==> src/rtl/mpu_collector_if.sv <==
// Handshake and register-file bus between the FMA array, the dispatcher and
// the MPU result collector. The master side is the producer/dispatcher view;
// the slave side is the collector.
interface mpu_collector_if #(
  parameter int FP               = 32,
  parameter int M                = 3,
  parameter int N                = 3,
  parameter int MATRIX_REGISTERS = 8
);
  localparam int AW = (MATRIX_REGISTERS > 1) ? $clog2(MATRIX_REGISTERS) : 1;
  localparam int MW = $clog2(M + 1);
  localparam int NW = $clog2(N + 1);
  localparam int RW = (M > 1) ? $clog2(M) : 1;
  localparam int CW = (N > 1) ? $clog2(N) : 1;

  logic              start_in;
  logic [AW-1:0]     dest_addr_in;
  logic [MW-1:0]     m_in;
  logic [NW-1:0]     n_in;
  logic              result_valid_in;
  logic [FP-1:0]     result_in;
  logic [RW-1:0]     result_row_in;
  logic [CW-1:0]     result_col_in;
  logic              result_ready_out;
  logic              busy_out;
  logic              reg_write_en_out;
  logic [AW-1:0]     reg_addr_out;
  logic [M*N*FP-1:0] reg_data_out;
  logic              done_out;
  logic              error_out;

  modport master (
    output start_in, dest_addr_in, m_in, n_in,
    output result_valid_in, result_in, result_row_in, result_col_in,
    input  result_ready_out, busy_out, reg_write_en_out, reg_addr_out,
    input  reg_data_out, done_out, error_out
  );

  modport slave (
    input  start_in, dest_addr_in, m_in, n_in,
    input  result_valid_in, result_in, result_row_in, result_col_in,
    output result_ready_out, busy_out, reg_write_en_out, reg_addr_out,
    output reg_data_out, done_out, error_out
  );
endinterface

==> src/rtl/mpu_collector.sv <==
// MPU result collector: gathers individually indexed FMA results, in any
// order, into an m x n matrix and issues one full-matrix register write.
//
//   state     | meaning
//   ----------+------------------------------------------------------------
//   S_IDLE    | waiting for a start; illegal shapes are rejected here
//   S_COLLECT | accepting one result per cycle until m*n unique elements
//   S_WRITE   | single-cycle register-file write and done pulse
module mpu_collector #(
  parameter int FP               = 32,
  parameter int M                = 3,
  parameter int N                = 3,
  parameter int MATRIX_REGISTERS = 8
) (
  input logic           clk,
  input logic           rst,
  mpu_collector_if.slave bus
);
  localparam int AW    = (MATRIX_REGISTERS > 1) ? $clog2(MATRIX_REGISTERS) : 1;
  localparam int MW    = $clog2(M + 1);
  localparam int NW    = $clog2(N + 1);
  localparam int SLOTS = M * N;
  localparam int SW    = (SLOTS > 1) ? $clog2(SLOTS) : 1;
  localparam int CNTW  = $clog2(SLOTS + 1);

  typedef enum logic [1:0] {
    S_IDLE    = 2'd0,
    S_COLLECT = 2'd1,
    S_WRITE   = 2'd2
  } state_t;

  state_t state_q;
  state_t state_d;

  logic [AW-1:0]       dest_q;
  logic [MW-1:0]       m_q;
  logic [NW-1:0]       n_q;
  logic [FP-1:0]       buf_q [SLOTS];
  logic [SLOTS-1:0]    mask_q;
  logic [CNTW-1:0]     count_q;
  logic [AW-1:0]       reg_addr_q;
  logic [SLOTS*FP-1:0] reg_data_q;
  logic                error_q;

  logic                start_legal;
  logic                accept;
  logic                in_range;
  logic                store;
  logic                last;
  logic                err_d;
  logic [SW-1:0]       slot;
  logic [CNTW-1:0]     target;
  logic [SLOTS*FP-1:0] data_d;

  // Decode the incoming start and result against the latched shape.
  always_comb begin
    start_legal = (bus.m_in != '0) && (32'(bus.m_in) <= 32'(M)) &&
                  (bus.n_in != '0) && (32'(bus.n_in) <= 32'(N));
    accept      = bus.result_valid_in && (state_q == S_COLLECT);
    in_range    = (32'(bus.result_row_in) < 32'(m_q)) &&
                  (32'(bus.result_col_in) < 32'(n_q));
    // Slot is only used when in_range holds, so truncation of illegal
    // indices is harmless.
    slot        = SW'(bus.result_row_in) * SW'(N) + SW'(bus.result_col_in);
    store       = accept && in_range && !mask_q[slot];
    target      = CNTW'(m_q) * CNTW'(n_q);
    last        = store && ((count_q + CNTW'(1)) == target);
    // Several simultaneous causes collapse into one pulse.
    err_d       = (bus.start_in && ((state_q != S_IDLE) || !start_legal)) ||
                  (accept && !store);
  end

  // Packed view of the buffer including the element being stored this
  // cycle, so the final write carries the last element too. Slot 0 is MSBs.
  always_comb begin
    data_d = '0;
    for (int s = 0; s < SLOTS; s++) begin
      data_d[(SLOTS-1-s)*FP +: FP] = (store && (slot == SW'(s))) ?
                                     bus.result_in : buf_q[s];
    end
  end

  // State register.
  always_ff @(posedge clk) begin
    if (rst) state_q <= S_IDLE;
    else     state_q <= state_d;
  end

  // Next-state logic.
  always_comb begin
    state_d = state_q;
    case (state_q)
      S_IDLE:    if (bus.start_in && start_legal) state_d = S_COLLECT;
      S_COLLECT: if (last)                        state_d = S_WRITE;
      S_WRITE:                                    state_d = S_IDLE;
      default:                                    state_d = S_IDLE;
    endcase
  end

  // Shape latch, element buffer, mask, count and held write outputs.
  always_ff @(posedge clk) begin
    if (rst) begin
      dest_q     <= '0;
      m_q        <= '0;
      n_q        <= '0;
      mask_q     <= '0;
      count_q    <= '0;
      reg_addr_q <= '0;
      reg_data_q <= '0;
      error_q    <= 1'b0;
      for (int s = 0; s < SLOTS; s++) buf_q[s] <= '0;
    end else begin
      error_q <= err_d;
      if ((state_q == S_IDLE) && bus.start_in && start_legal) begin
        dest_q  <= bus.dest_addr_in;
        m_q     <= bus.m_in;
        n_q     <= bus.n_in;
        mask_q  <= '0;
        count_q <= '0;
        for (int s = 0; s < SLOTS; s++) buf_q[s] <= '0;
      end else if (store) begin
        buf_q[slot]  <= bus.result_in;
        mask_q[slot] <= 1'b1;
        count_q      <= count_q + CNTW'(1);
      end
      // Address/data are captured once and then held until the next write.
      if (last) begin
        reg_addr_q <= dest_q;
        reg_data_q <= data_d;
      end
    end
  end

  // State-decoded strobes and handshake outputs.
  always_comb begin
    bus.result_ready_out = 1'b0;
    bus.busy_out         = 1'b0;
    bus.reg_write_en_out = 1'b0;
    bus.done_out         = 1'b0;
    case (state_q)
      S_COLLECT: begin
        bus.result_ready_out = 1'b1;
        bus.busy_out         = 1'b1;
      end
      S_WRITE: begin
        bus.busy_out         = 1'b1;
        bus.reg_write_en_out = 1'b1;
        bus.done_out         = 1'b1;
      end
      default: ;
    endcase
  end

  assign bus.reg_addr_out = reg_addr_q;
  assign bus.reg_data_out = reg_data_q;
  assign bus.error_out    = error_q;
endmodule

==> src/flat_wrapper.sv <==
// flat-port wrapper written by rule: the top's interface ports become plain ports
module mpu_collector_flat 
#(
  parameter int FP               = 32,
  parameter int M                = 3,
  parameter int N                = 3,
  parameter int MATRIX_REGISTERS = 8
)
  (clk, rst, bus_start_in, bus_dest_addr_in, bus_m_in, bus_n_in, bus_result_valid_in, bus_result_in, bus_result_row_in, bus_result_col_in, bus_result_ready_out, bus_busy_out, bus_reg_write_en_out, bus_reg_addr_out, bus_reg_data_out, bus_done_out, bus_error_out);
  mpu_collector_if #(.FP(FP), .M(M), .N(N), .MATRIX_REGISTERS(MATRIX_REGISTERS)) bus_i ();
  input logic clk;
  input logic rst;
  input wire logic [$bits(bus_i.start_in)-1:0] bus_start_in;
  input wire logic [$bits(bus_i.dest_addr_in)-1:0] bus_dest_addr_in;
  input wire logic [$bits(bus_i.m_in)-1:0] bus_m_in;
  input wire logic [$bits(bus_i.n_in)-1:0] bus_n_in;
  input wire logic [$bits(bus_i.result_valid_in)-1:0] bus_result_valid_in;
  input wire logic [$bits(bus_i.result_in)-1:0] bus_result_in;
  input wire logic [$bits(bus_i.result_row_in)-1:0] bus_result_row_in;
  input wire logic [$bits(bus_i.result_col_in)-1:0] bus_result_col_in;
  output wire logic [$bits(bus_i.result_ready_out)-1:0] bus_result_ready_out;
  output wire logic [$bits(bus_i.busy_out)-1:0] bus_busy_out;
  output wire logic [$bits(bus_i.reg_write_en_out)-1:0] bus_reg_write_en_out;
  output wire logic [$bits(bus_i.reg_addr_out)-1:0] bus_reg_addr_out;
  output wire logic [$bits(bus_i.reg_data_out)-1:0] bus_reg_data_out;
  output wire logic [$bits(bus_i.done_out)-1:0] bus_done_out;
  output wire logic [$bits(bus_i.error_out)-1:0] bus_error_out;
  assign bus_i.start_in = bus_start_in;
  assign bus_i.dest_addr_in = bus_dest_addr_in;
  assign bus_i.m_in = bus_m_in;
  assign bus_i.n_in = bus_n_in;
  assign bus_i.result_valid_in = bus_result_valid_in;
  assign bus_i.result_in = bus_result_in;
  assign bus_i.result_row_in = bus_result_row_in;
  assign bus_i.result_col_in = bus_result_col_in;
  assign bus_result_ready_out = bus_i.result_ready_out;
  assign bus_busy_out = bus_i.busy_out;
  assign bus_reg_write_en_out = bus_i.reg_write_en_out;
  assign bus_reg_addr_out = bus_i.reg_addr_out;
  assign bus_reg_data_out = bus_i.reg_data_out;
  assign bus_done_out = bus_i.done_out;
  assign bus_error_out = bus_i.error_out;
  mpu_collector #(.FP(FP), .M(M), .N(N), .MATRIX_REGISTERS(MATRIX_REGISTERS)) u_core (.clk(clk), .rst(rst), .bus(bus_i));
endmodule
==> config.mk <==
export PLATFORM = sky130hd
export DESIGN_NAME = mpu_collector_flat
export DESIGN_NICKNAME = d
export VERILOG_FILES = /design/src/rtl/mpu_collector_if.sv /design/src/rtl/mpu_collector.sv /design/src/flat_wrapper.sv
export SDC_FILE = /design/constraint.sdc
export NUM_CORES = 1
export LEC_CHECK = 0
export BUFFER_PORTS_ARGS = -buffer_cell sky130_fd_sc_hd__buf_2
export CORE_MARGIN = 2
export CORE_UTILIZATION = 52
export DETAILED_ROUTE_END_ITERATION = 16
export PLACE_DENSITY_LB_ADDON = 0.1
export REMOVE_ABC_BUFFERS = 1
export SLEW_MARGIN = 20
export SYNTH_ARGS = -nofsm -noshare
export SYNTH_HDL_FRONTEND = slang
export SYNTH_SLANG_ARGS = --single-unit
==> constraint.sdc <==
create_clock -name clk -period 4.5 [get_ports clk]
set_input_delay 0.45 -clock clk [delete_from_list [all_inputs] [get_ports clk]]
set_output_delay 0.45 -clock clk [all_outputs]
set_load 0.01 [all_outputs]
Word-level counts from Yosys, hierarchy flattened:

Memory sizes are Yosys's and may differ from the RTL's. A register that Yosys moved wholly into a read port is not among the register bits.
Cells that the tools add are included.

* flip-flop bits (word level): 26
* bits in writable memories: 288
* logic and storage cells: 88
* memories kept: 1

* add/sub/neg operators: 2
* $mul: 2
* $lt $le $gt $ge: 4
* equal/unequal tests: 5
* multiplexer cells: 31
* bitwise logic cells: 10
* reductions and logical operators: 25

Memories
* u_core.buf_q: depth 9, width 32, rd ports 9, clocked after memory_dff 9, write ports 9, line mpu_collector.sv:38 `logic [FP-1:0] buf_q [SLOTS];`

Operators by type and width (count)
* 32-bit two-way mux: 10
* 32-bit OR reduction: 1
* 1-bit two-way mux: 15
* 1-bit logical AND: 12
* 1-bit OR: 9
* 9-bit OR: 1
* 2-bit nonzero test: 3
* 4-bit by 5-bit < comparator with 1-bit output (second input constant): 1
* 4-bit by 1-bit adder with 4-bit output (second input constant): 1
* 4-bit by 2-bit adder with 4-bit output: 1
* 1-bit binary-select mux with 4-bit select: 1
* 1-bit demux with 4-bit select: 1
* 4-bit equality test: 1
* 4-bit by 1-bit greater-or-equal comparator with 1-bit output (second input constant): 1
* 2-bit < comparator: 2
* 2-bit by 2-bit multiplier with 4-bit output: 1
* 2-bit by 2-bit multiplier with 4-bit output (second input constant): 1
* 2-bit two-way mux: 2
* 4-bit two-way mux: 1
* 2-bit by 1-bit != test with 1-bit output (second input constant): 2
* 2-bit case mux with 2 select lines: 1
* 2-bit OR reduction: 2
* 1-bit zero test: 3
* 2-bit by 1-bit equality test with 1-bit output (second input constant): 1
* 4 further kinds: 5

Depth between registers and ports, before layout:

Gate-level depths: netlist (run 1).

* depth after elaboration: 12
* mapped depth: 16
* mapped depth without buffers: 12

Least setup slack after synthesis (run 1):

OpenSTA, ideal clock, no wires.

* path kind: input to register
* start point: input bus_result_col_in[1]
* end point: memory u_core.buf_q[0][0], enable pin
* arrival time: 4.435 ns
* setup slack: -0.329 ns
* stages: 14
* cells stage by stage: inv_1 -> fa_1 -> inv_1 -> ha_1 -> inv_1 -> fa_1 -> mux4_2 -> mux2_2 -> or4_1 -> buf_4 -> nor4_4 -> buf_4 -> buf_6 -> nand2b_1

RTL lines
* start, declared: line flat_wrapper.sv:20 `input wire logic [$bits(bus_i.result_col_in)-1:0] bus_result_col_in;`
* end, declared: line mpu_collector.sv:38

Final worst setup path (run 1):

* start point: input bus_result_col_in[1]
* end point: register u_core.reg_data_q[140] (netlist: bus_reg_data_out[140]), read port of u_core.buf_q

* word-level cells in the longest chain between the ends: 6
* elaborated cells between the ends (all ways): 9

RTL lines
* 4-bit by 2-bit adder with 4-bit output: line mpu_collector.sv:64 `slot = SW'(bus.result_row_in) * SW'(N) + SW'(bus.result_col_in);`
* 1-bit binary-select mux with 4-bit select: line mpu_collector.sv:65 `store = accept && in_range && !mask_q[slot];`
* 1-bit two-way mux (implied by the code): line mpu_collector.sv:65
* 1-bit zero test: line mpu_collector.sv:65
* 1-bit logical AND *: line mpu_collector.sv:65
* 1-bit logical AND *: line mpu_collector.sv:67 `last = store && ((count_q + CNTW'(1)) == target);`
* end, declared: line mpu_collector.sv:42 `logic [SLOTS*FP-1:0] reg_data_q;`

Mark *: on every way between the ends. The rest lies on a longest branch, timed or not. The select of a mux whose other input is x is not followed.
A chain may end at the register's enable or synchronous reset.

==> results of run 1 <==
[critical path: stages]
cell and delay (ns):
buf_2 0.10, inv_1 0.06, fa_1 0.61, inv_1 0.07
ha_1 0.20, inv_1 0.08, fa_1 0.47, mux4_2 0.31
mux2_2 0.29, or4_1 0.49, buf_4 0.22, nor4_4 0.18
buf_4 0.42, mux2i_1 0.31, a211oi_1 0.10
[state kept, by name (all words and copies together), names as in the netlist]
signal	count
u_core.dest_q	3
u_core.state_q	2
u_core.m_q	2
u_core.mask_q	9
u_core.buf_q	288
u_core.n_q	2
bus_reg_data_out	288
u_core.bus.error_out	1
u_core.bus.reg_addr_out	3
u_core.count_q	4
[final cells by class]
cell class / instances / area share
clock buffers: 103 / 0.0638
repair buffers: 423 / 0.0970
flip-flops and latches: 602 / 0.507
multi-input cells: 1274 / 0.298
well taps: 615 / 0.0261
clock inverters: 13 / 0.00217
inverters: 46 / 0.00587
[placed cells by master (no fill, tap or decap), drive strengths merged]
| cell | n |
|---|---|
| nor4b | 1 |
| nand2b | 12 |
| a221o | 1 |
| dfxtp | 314 |
| mux2 | 1 |
| a22oi | 1 |
| ha | 11 |
| inv | 48 |
| o21ai | 2 |
| mux4 | 2 |
| clkinv | 11 |
| and2 | 260 |
| nor2 | 303 |
| mux2i | 265 |
| a21o | 9 |
| nor4 | 6 |
| or4 | 1 |
| a21oi | 5 |
| o221ai | 2 |
| nand2 | 82 |
| and3 | 1 |
| or2 | 1 |
| nor3 | 3 |
| a2111oi | 1 |
| nand3 | 2 |
| fa | 2 |
| buf | 423 |
| edfxtp | 288 |
| xor2 | 4 |
| xnor2 | 5 |
| clkbuf | 103 |
| a311oi | 32 |
| or4bb | 1 |
| a211oi | 258 |
[logic make-up (layout without fill, tap and decap cells)]
| group | Yosys count | in the layout | synth area share |
|---|---|---|---|
| simple gates | 673 | 673 | 0.135 |
| flops | 602 | 602 | 0.600 |
| compound gates | 311 | 311 | 0.0963 |
| buf+inv | 276 | 585 | 0.0501 |
| mux | 268 | 268 | 0.109 |
| fa+ha+maj | 13 | 13 | 0.00714 |
| xor+xnor | 9 | 9 | 0.00317 |
[per-layer routing]
metal | global-route usage | wire [um] | up-vias
met5 | 0 | 0 | -
met4 | 0.0756 | 1510 | 0
met3 | 0.0435 | 3460 | 82
met2 | 0.391 | 29000 | 438
met1 | 0.358 | 29300 | 8117
li1 | - | - | 8108
[how the worst max path moves through the flow]
stage / endpoint / slack [ns]
after floorplan: bus_reg_data_out[0]$_SDFFE_PP0P_ / -9.00
after global placement: bus_reg_data_out[232]$_SDFFE_PP0P_ / 0.02
after detailed placement: bus_reg_data_out[265]$_SDFFE_PP0P_ / -0.02
after CTS: bus_reg_data_out[265]$_SDFFE_PP0P_ / 0.64
after global routing: bus_reg_data_out[140]$_SDFFE_PP0P_ / 0.37
final: bus_reg_data_out[140]$_SDFFE_PP0P_ / 0.59
[power groups by stage]
| stage | clock, W | sequential [W] | combinational [W] |
|---|---|---|---|
| final | 0.00488 | 0.00596 | 0.000566 |
| after global routing | 0.00517 | 0.00598 | 0.000611 |
| after CTS | 0.00499 | 0.00596 | 0.000570 |
| after detailed placement | 0 | 0.00608 | 0.000568 |
| after global placement | 0 | 0.00608 | 0.000559 |
| after floorplan | 0 | 0.00607 | 0.000235 |
[through the flow]
step,hold slack (ns),TNS [ns]
final,0.0683,0
after global routing,0.0889,0
after CTS,0.0319,0
after detailed placement,0.436,-0.0176
after global placement,0.432,0
after floorplan,0.416,-3448.59
==> metrics.yaml, run 1 <==
finish:
  antennaDiodeCount: 0
  final_cells: 3076
  seq_area_um2: 14900
  multi_input_area_um2: 8760
  nets: 2468
  drive_gt1_frac: 0.219
  stdcell_area_um2: 29400
  syn2layout_area_growth_pct: 18.2
  fin_util: 0.619
  num-fill-cells: 3816
setup_path:
  r2r_slack_ns: 1.21
  critPathLaunchType: "input port"
  crit_required_ns: 4.96
  ff2ff_path_depth: 10
  worstPathMaxFanout: 26
  arrival_ns: 4.37
  end_kind: "flip-flop"
  worstSetupPathType: "in2reg"
  regToRegEndpoint: "bus_reg_data_out[140]$_SDFFE_PP0P_"
  regToRegStartpoint: "u_core.state_q[1]$_SDFFE_PP0P_"
  crit_start: "bus_result_col_in[1]"
timing:
  final_hold_viol_count: 0
  relSlewSlack: 0.362
  layout_setup_ws_ns: 0.587
  worst_clock_skew_ns: 0.0231
  worst-slew-pin-transition_ns: 0.957
  finalCriticalPeriod_ns: 3.91
  finalSetupViolations: 0
  rsz0062_at_grt: "no"
  min_period_over_period: 0.870
  max_freq_mhz: 256
  drv_slew: 0
synthesis:
  synth_edf_count: 288
  synth_top_area_frac: 0.347
  async_reset_ff_frac: 0
  syn-instance-count: 2152
  ys_seq_area_frac: 0.600
  synthTopCellsByCount: "dfxtp_1 (314), nor2_1 (303), edfxtp_1 (288), mux2i_1 (265), and2_1 (260)"
  synthTopCellsByArea: "edfxtp_1 (35%), dfxtp_1 (25%), mux2i_1 (11%)"
  yosysUniqueCellTypes: 38
  synth_area_per_cell_um2: 11.6
  synth_warnings: 0
  yosysMostFrequentCell: "dfxtp_1"
  yosysTopAreaCell: "edfxtp_1"
  synth-seq-cells: 602
  netlist_area_um2: 24900
  synthFlopType: "dfxtp_1"
placed_design:
  gp_congestion: 0.823
  place_ws_ns: -0.0176
  hpwl_um: 40000
  placed_area_um2: 27500
  port_buffers: 342
  dpl.cell_count: 2960
floorplan:
  rows: 80
  initial_core_util: 0.524
  die_area_um2: 49600
  ios: 343
  die_height_um: 223
  core_um2: 47500
  die_w_um: 223
power_and_ir_drop:
  finalPower_w: 0.0114
  p_per_area_nw_per_um2: 388
  power_frac_seq: 0.523
  leakagePower_nw: 11.3
  peakVddDrop_v: 0.000347
  power.switching_w: 0.00250
  p_sw_frac: 0.219
  combinationalPowerShare: 0.050
  clkPwrFrac: 0.428
  internal_power_w: 0.00891
global_routing:
  antenna_found_initial: 0
  grt_pass1_vias: 16231
  grt_usage: 0.250
  gr-total-overflow: 0
  grt_pass1_wl_um: 96200
  grt_max_degree: 187
route:
  antenna_left: 0
  vias: 16745
  drc: 0
  viasPerCell: 5.44
  drt-initial-drc-count: 1240
  drt_wl_total_um: 63300
  avgRoutedWirePerCell_um: 20.6
  drt_first_pass_iters: 7
flow_run:
  maxCapViolations: 0
cts:
  cts_resized: 0
  clkSinkCount: 602
  path_clk_slew_ns: 0.06
  h-tree-depth: 2
  cts_buffers: 61
  hold_buffers: 0
  clkLatencyLatePin_ns: 0.62
  cts_buffer_depth: 3
  cts_setup_buffers: 0
  cts_tree: "built"
  cts.root.buffer_cell: "clkbuf_16"
worst_hold_path:
  hold_class: "in2reg"
  hold_start: "bus_dest_addr_in[2]"
  min_to: "u_core.dest_q[2]$_SDFFE_PP0P_"
  worstHoldPathCells: 3
run_status:
  status: "completed"
Power figures use the tool's default switching activity.
==> run 2: changes to the inputs <==
--- a/config.mk
+++ b/config.mk
@@ -9,7 +9,8 @@
 export CORE_MARGIN = 2
 export CORE_UTILIZATION = 52
 export DETAILED_ROUTE_END_ITERATION = 16
-export PLACE_DENSITY_LB_ADDON = 0.1
+export MAX_ROUTING_LAYER = met4
+export PLACE_DENSITY = 0.85
 export REMOVE_ABC_BUFFERS = 1
 export SLEW_MARGIN = 20
 export SYNTH_ARGS = -nofsm -noshare
==> run 2 against run 1 <==
- global-route usage increased by 1.5 points
- critical path type unchanged
- wire length is 2.9% higher
- largest cell class unchanged
- flip-flop and latch count unchanged
- clock skew fell by 0.0066 ns
- highest routed layer unchanged
- sequential power about the same
- fmax decreased by 1.3%
- via count rose by 4.8%
- sequential share of layout area down 0.22 points
- design area increased by 0.44%
==> metrics.yaml, run 2 (synthesis gave the netlist of run 1 again) <==
timing:
  drv_slew: 0
  worst_clock_skew_ns: 0.0165
  min_period_over_period: 0.881
  finalSetupViolations: 0
  finalCriticalPeriod_ns: 3.97
  worst-slew-pin-transition_ns: 1.09
  relSlewSlack: 0.276
  max_freq_mhz: 252
  layout_setup_ws_ns: 0.534
  rsz0062_at_grt: "no"
  final_hold_viol_count: 0
finish:
  antennaDiodeCount: 0
  nets: 2482
  syn2layout_area_growth_pct: 18.7
  final_common_cell: "buf_2"
  drive_gt1_frac: 0.230
  final_cells: 3085
  stdcell_area_um2: 29600
  final_cell_mix: "buf_2 (341), dfxtp_1 (314), nor2_1 (303)"
floorplan:
  die_height_um: 223
  die_area_um2: 49600
  die_w_um: 223
  initial_core_util: 0.524
  core_um2: 47500
  ios: 343
  rows: 80
power_and_ir_drop:
  p_per_area_nw_per_um2: 390
  clkPwrFrac: 0.433
  power.switching_w: 0.00253
  power_frac_seq: 0.518
  peakVddDrop_v: 0.000322
  p_sw_frac: 0.220
  combinationalPowerShare: 0.049
  leakagePower_nw: 11.4
  internal_power_w: 0.00900
route:
  antenna_left: 0
  drt-initial-drc-count: 1579
  drt_wl_total_um: 65100
  drt_first_pass_iters: 5
  drc: 0
  vias: 17555
  viasPerCell: 5.69
  avgRoutedWirePerCell_um: 21.1
cts:
  cts_buffer_depth: 3
  cts_resized: 0
  cts_tree: "built"
  cts.root.buffer_cell: "clkbuf_16"
  clkSinkCount: 602
  h-tree-depth: 2
  cts_buffers: 58
  path_clk_slew_ns: 0.06
  clkLatencyLatePin_ns: 0.60
  hold_buffers: 0
  cts_setup_buffers: 0
setup_path:
  critPathLaunchType: "input port"
  crit_chain: "buf_2 -> inv_1 -> fa_1 -> inv_1 -> ha_1 -> inv_1 -> fa_1 -> mux4_2 -> mux2_2 -> or4_1 -> buf_4 -> nor4_4 -> buf_4 -> buf_12 -> buf_12 -> mux2i_1 -> a211oi_1"
  worstPathMaxFanout: 30
  arrival_ns: 4.45
  crit_required_ns: 4.98
  end_kind: "flip-flop"
  slowest_stage: "fa_1"
  cpPeakStageDelay_ns: 0.60
  worstSetupPathType: "in2reg"
  cp_common_cell: "inv_1"
  r2r_slack_ns: 1.16
flow_run:
  maxCapViolations: 0
placed_design:
  gp_congestion: 0.871
  hpwl_um: 42300
  placed_area_um2: 27600
  place_ws_ns: -0.0889
  dpl.cell_count: 2977
  port_buffers: 342
global_routing:
  grt_pass1_wl_um: 99400
  grt_usage: 0.265
  gr-total-overflow: 0
  grt_pass1_vias: 17220
  antenna_found_initial: 0
  grt_max_degree: 93
run_status:
  status: "completed"
worst_hold_path:
  hold_class: "in2reg"
## run 2: cell count changes in the layout (fill, tap and decap cells not counted)
cell	delta
clkbuf_8	+1
clkinv_1	-4
inv_6	+1
buf_12	-3
clkinv_2	+6
clkbuf_16	-2
inv_4	+1
clkbuf_1	-16
bufinv_16	+3
clkinvlp_4	+2
buf_4	+20
## run 2: final cells by class
cell class                      instances  area, um2
Clock buffer                           86       1780
Timing Repair Buffer                  440       2950
Inverter                               46        173
Tap cell                              615        769
Clock inverter                         22        199
Fill cell                            3570      18000
Multi-Input combinational cell       1274       8760
Sequential cell                       602      14900
## run 2: worst paths after layout
| path | startpoint | to | depth (start not counted) |
|---|---|---|---|
| setup / recovery | bus_result_col_in[1] | bus_reg_data_out[232]$_SDFFE_PP0P_ | 17 |
| hold / removal | bus_dest_addr_in[1] | u_core.dest_q[1]$_SDFFE_PP0P_ | 3 |
| setup reg to reg | u_core.n_q[1]$_SDFFE_PP0P_ | bus_reg_data_out[232]$_SDFFE_PP0P_ | 12 |
| hold reg to reg | u_core.mask_q[7]$_SDFFE_PP0P_ | u_core.mask_q[7]$_SDFFE_PP0P_ | 1 |
## run 2: worst max-delay path: cells and delay by family
family                     cells  cell delay, ns
buffers and inverters          8            1.00
AOI/OAI and AO/OA              1            0.33
adders and majority gates      3            1.27
muxes                          3            0.70
and+or+nand+nor                2            0.69
## run 2: power groups by stage
stage	clock (W)	combinational, W	sequential [W]
final	0.00500	0.000564	0.00597
after global routing	0.00525	0.000611	0.00598
after CTS	0.00505	0.000567	0.00597
after detailed placement	0	0.000563	0.00608
after global placement	0	0.000548	0.00607
after floorplan	0	0.000235	0.00607
## run 2: metal layers
metal	vias up	part of all wire	routed length (um)	track usage
li1	8118	-	-	-
met1	8637	0.43	28000	0.353
met2	661	0.47	30700	0.411
met3	139	0.066	4320	0.0456
met4	0	0.032	2090	0.0929
met5	-	0	0	-
## run 2: metrics by stage
stage	TNS, ns	total power [W]	hold WS, ns	utilization
floorplan	-3448.59	0.00631	0.416	-
global placement	0	0.00662	0.431	0.580
detailed placement	-0.809	0.00665	0.438	0.580
CTS	0	0.0116	0.0668	0.622
global route	0	0.0118	0.100	0.622
finish	0	0.0115	0.0857	0.622
==> run 3: changes to the inputs <==
--- a/config.mk
+++ b/config.mk
@@ -6,6 +6,7 @@
 export NUM_CORES = 1
 export LEC_CHECK = 0
 export BUFFER_PORTS_ARGS = -buffer_cell sky130_fd_sc_hd__buf_2
+export CORE_ASPECT_RATIO = 0.5
 export CORE_MARGIN = 2
 export CORE_UTILIZATION = 52
 export DETAILED_ROUTE_END_ITERATION = 16
==> run 3 against run 2 <==
- clock-buffer cell count down 13
- core utilization fell by 0.078 points
- clock skew up 0.0078 ns
- global-route usage decreased by 0.79 points
- via count fell by 0.91%
- combinational power shrank 2%
- worst hold slack improved by 0.023 ns
- sequential share of layout area increased by 0.56 points
- critical endpoint is now bus_reg_data_out[145]$_SDFFE_PP0P_
- largest cell class unchanged
- largest power group unchanged
==> metrics.yaml, run 3 (synthesis gave the netlist of run 1 again) <==
power_and_ir_drop:
  clkPwrFrac: 0.417
  combinationalPowerShare: 0.049
  power_frac_seq: 0.534
  finalPower_w: 0.0112
  p_sw_frac: 0.222
  peakVddDrop_v: 0.000342
  p_per_area_nw_per_um2: 382
  internal_power_w: 0.00870
  leakagePower_nw: 11.1
  power.switching_w: 0.00248
floorplan:
  die_height_um: 159
  rows: 56
  core_um2: 47100
  die_area_um2: 49700
  die_w_um: 313
  ios: 343
  initial_core_util: 0.529
timing:
  relSlewSlack: 0.244
  worst_clock_skew_ns: 0.0242
  worst-slew-pin-transition_ns: 1.13
  max_freq_mhz: 255
  drv_slew: 0
  layout_setup_ws_ns: 0.573
  min_period_over_period: 0.873
  finalCriticalPeriod_ns: 3.93
  rsz0062_at_grt: "no"
  finalSetupViolations: 0
  final_hold_viol_count: 0
  tns_ns: 0
finish:
  final_common_cell: "buf_2"
  nets: 2453
  num-fill-cells: 3423
  syn2layout_area_growth_pct: 17.4
  drive_gt1_frac: 0.217
  final_cell_mix: "buf_2 (341), dfxtp_1 (314), nor2_1 (303)"
  antennaDiodeCount: 0
setup_path:
  critPathLaunchType: "input port"
  regToRegEndpoint: "bus_reg_data_out[145]$_SDFFE_PP0P_"
  arrival_ns: 4.36
  worstPathMaxFanout: 20
  regToRegStartpoint: "u_core.n_q[1]$_SDFFE_PP0P_"
  r2r_slack_ns: 1.16
  ff2ff_path_depth: 11
  crit_required_ns: 4.93
  end_kind: "flip-flop"
  worstSetupPathType: "in2reg"
cts:
  cts_buffer_depth: 3
  cts_setup_buffers: 0
  cts.root.buffer_cell: "clkbuf_16"
  hold_buffers: 0
  cts_resized: 0
  path_clk_slew_ns: 0.07
  cts_buffers: 52
  h-tree-depth: 2
  cts_tree: "built"
  clkSinkCount: 602
  clkLatencyLatePin_ns: 0.59
route:
  drt_first_pass_iters: 5
  vias: 17395
  viasPerCell: 5.66
  drt-initial-drc-count: 1597
  avgRoutedWirePerCell_um: 20.7
  drc: 0
  antenna_left: 0
  drt_wl_total_um: 63500
worst_hold_path:
  min_to: "u_core.dest_q[0]$_SDFFE_PP0P_"
  hold_class: "in2reg"
  hold_start: "bus_dest_addr_in[0]"
  worstHoldPathCells: 3
global_routing:
  grt_max_degree: 97
  antenna_found_initial: 0
  gr-total-overflow: 0
  grt_pass1_wl_um: 98600
  grt_pass1_vias: 17425
  grt_usage: 0.257
placed_design:
  place_ws_ns: 0.00838
  gp_congestion: 0.853
  hpwl_um: 40900
  port_buffers: 342
run_status:
  status: "completed"
flow_run:
  maxCapViolations: 0
## run 3: worst max path at each step
| stage | from | depth (start not counted) | endpoint |
|---|---|---|---|
| after detailed placement | bus_result_col_in[1] | 16 | bus_reg_data_out[144]$_SDFFE_PP0P_ |
| final | bus_result_col_in[1] | 16 | bus_reg_data_out[145]$_SDFFE_PP0P_ |
| after floorplan | bus_result_col_in[1] | 11 | bus_reg_data_out[0]$_SDFFE_PP0P_ |
| after CTS | bus_result_col_in[1] | 15 | bus_reg_data_out[178]$_SDFFE_PP0P_ |
| after global routing | bus_result_col_in[1] | 15 | bus_reg_data_out[178]$_SDFFE_PP0P_ |
| after global placement | bus_result_col_in[1] | 16 | bus_reg_data_out[211]$_SDFFE_PP0P_ |
## run 3: final cells by class
| type | count | area [um2] | area share |
|---|---|---|---|
| repair buffers | 417 | 2800 | 0.0957 |
| well taps | 638 | 798 | 0.0273 |
| flip-flops and latches | 602 | 14900 | 0.511 |
| clock inverters | 23 | 295 | 0.0101 |
| clock buffers | 73 | 1490 | 0.0510 |
| inverters | 46 | 173 | 0.00591 |
| multi-input cells | 1274 | 8750 | 0.299 |
## run 3: critical path: stages
cell and delay (ns):
buf_2 0.10, inv_1 0.06, fa_1 0.59, inv_1 0.06, ha_1 0.18, inv_1 0.06
fa_1 0.47, mux4_2 0.31, mux2_2 0.29, or4_1 0.51, buf_4 0.23, nor4_4 0.28
buf_4 0.25, buf_12 0.18, mux2i_1 0.22, a211oi_1 0.09
## run 3: per-layer routing
metal,routed length (um),track usage,up-vias,part of all wire
met5,0,-,-,0
met4,3370,0.130,0,0.053
met3,3630,0.0351,178,0.057
met2,31100,0.414,647,0.49
met1,25500,0.320,8510,0.40
li1,-,-,8060,-
## run 3: power by group through the flow
stage                     Sequential [W]  Combinational (W)  Clock [W]
after floorplan                  0.00607           0.000235          0
after global placement           0.00607           0.000527          0
after global routing             0.00598           0.000592    0.00494
final                            0.00597           0.000551    0.00466
after detailed placement         0.00608           0.000540          0
after CTS                        0.00596           0.000547    0.00470
## run 3: through the flow
step                hold WS, ns  utilization  instance area (um2)  instances
CTS                      0.0920        0.621                29200       3073
detailed placement        0.443        0.583                27500       2977
floorplan                 0.416            -                23800       1922
finish                    0.109        0.621                29200       3073
global route              0.128        0.621                29200       3073
global placement          0.433        0.583                27500       2977
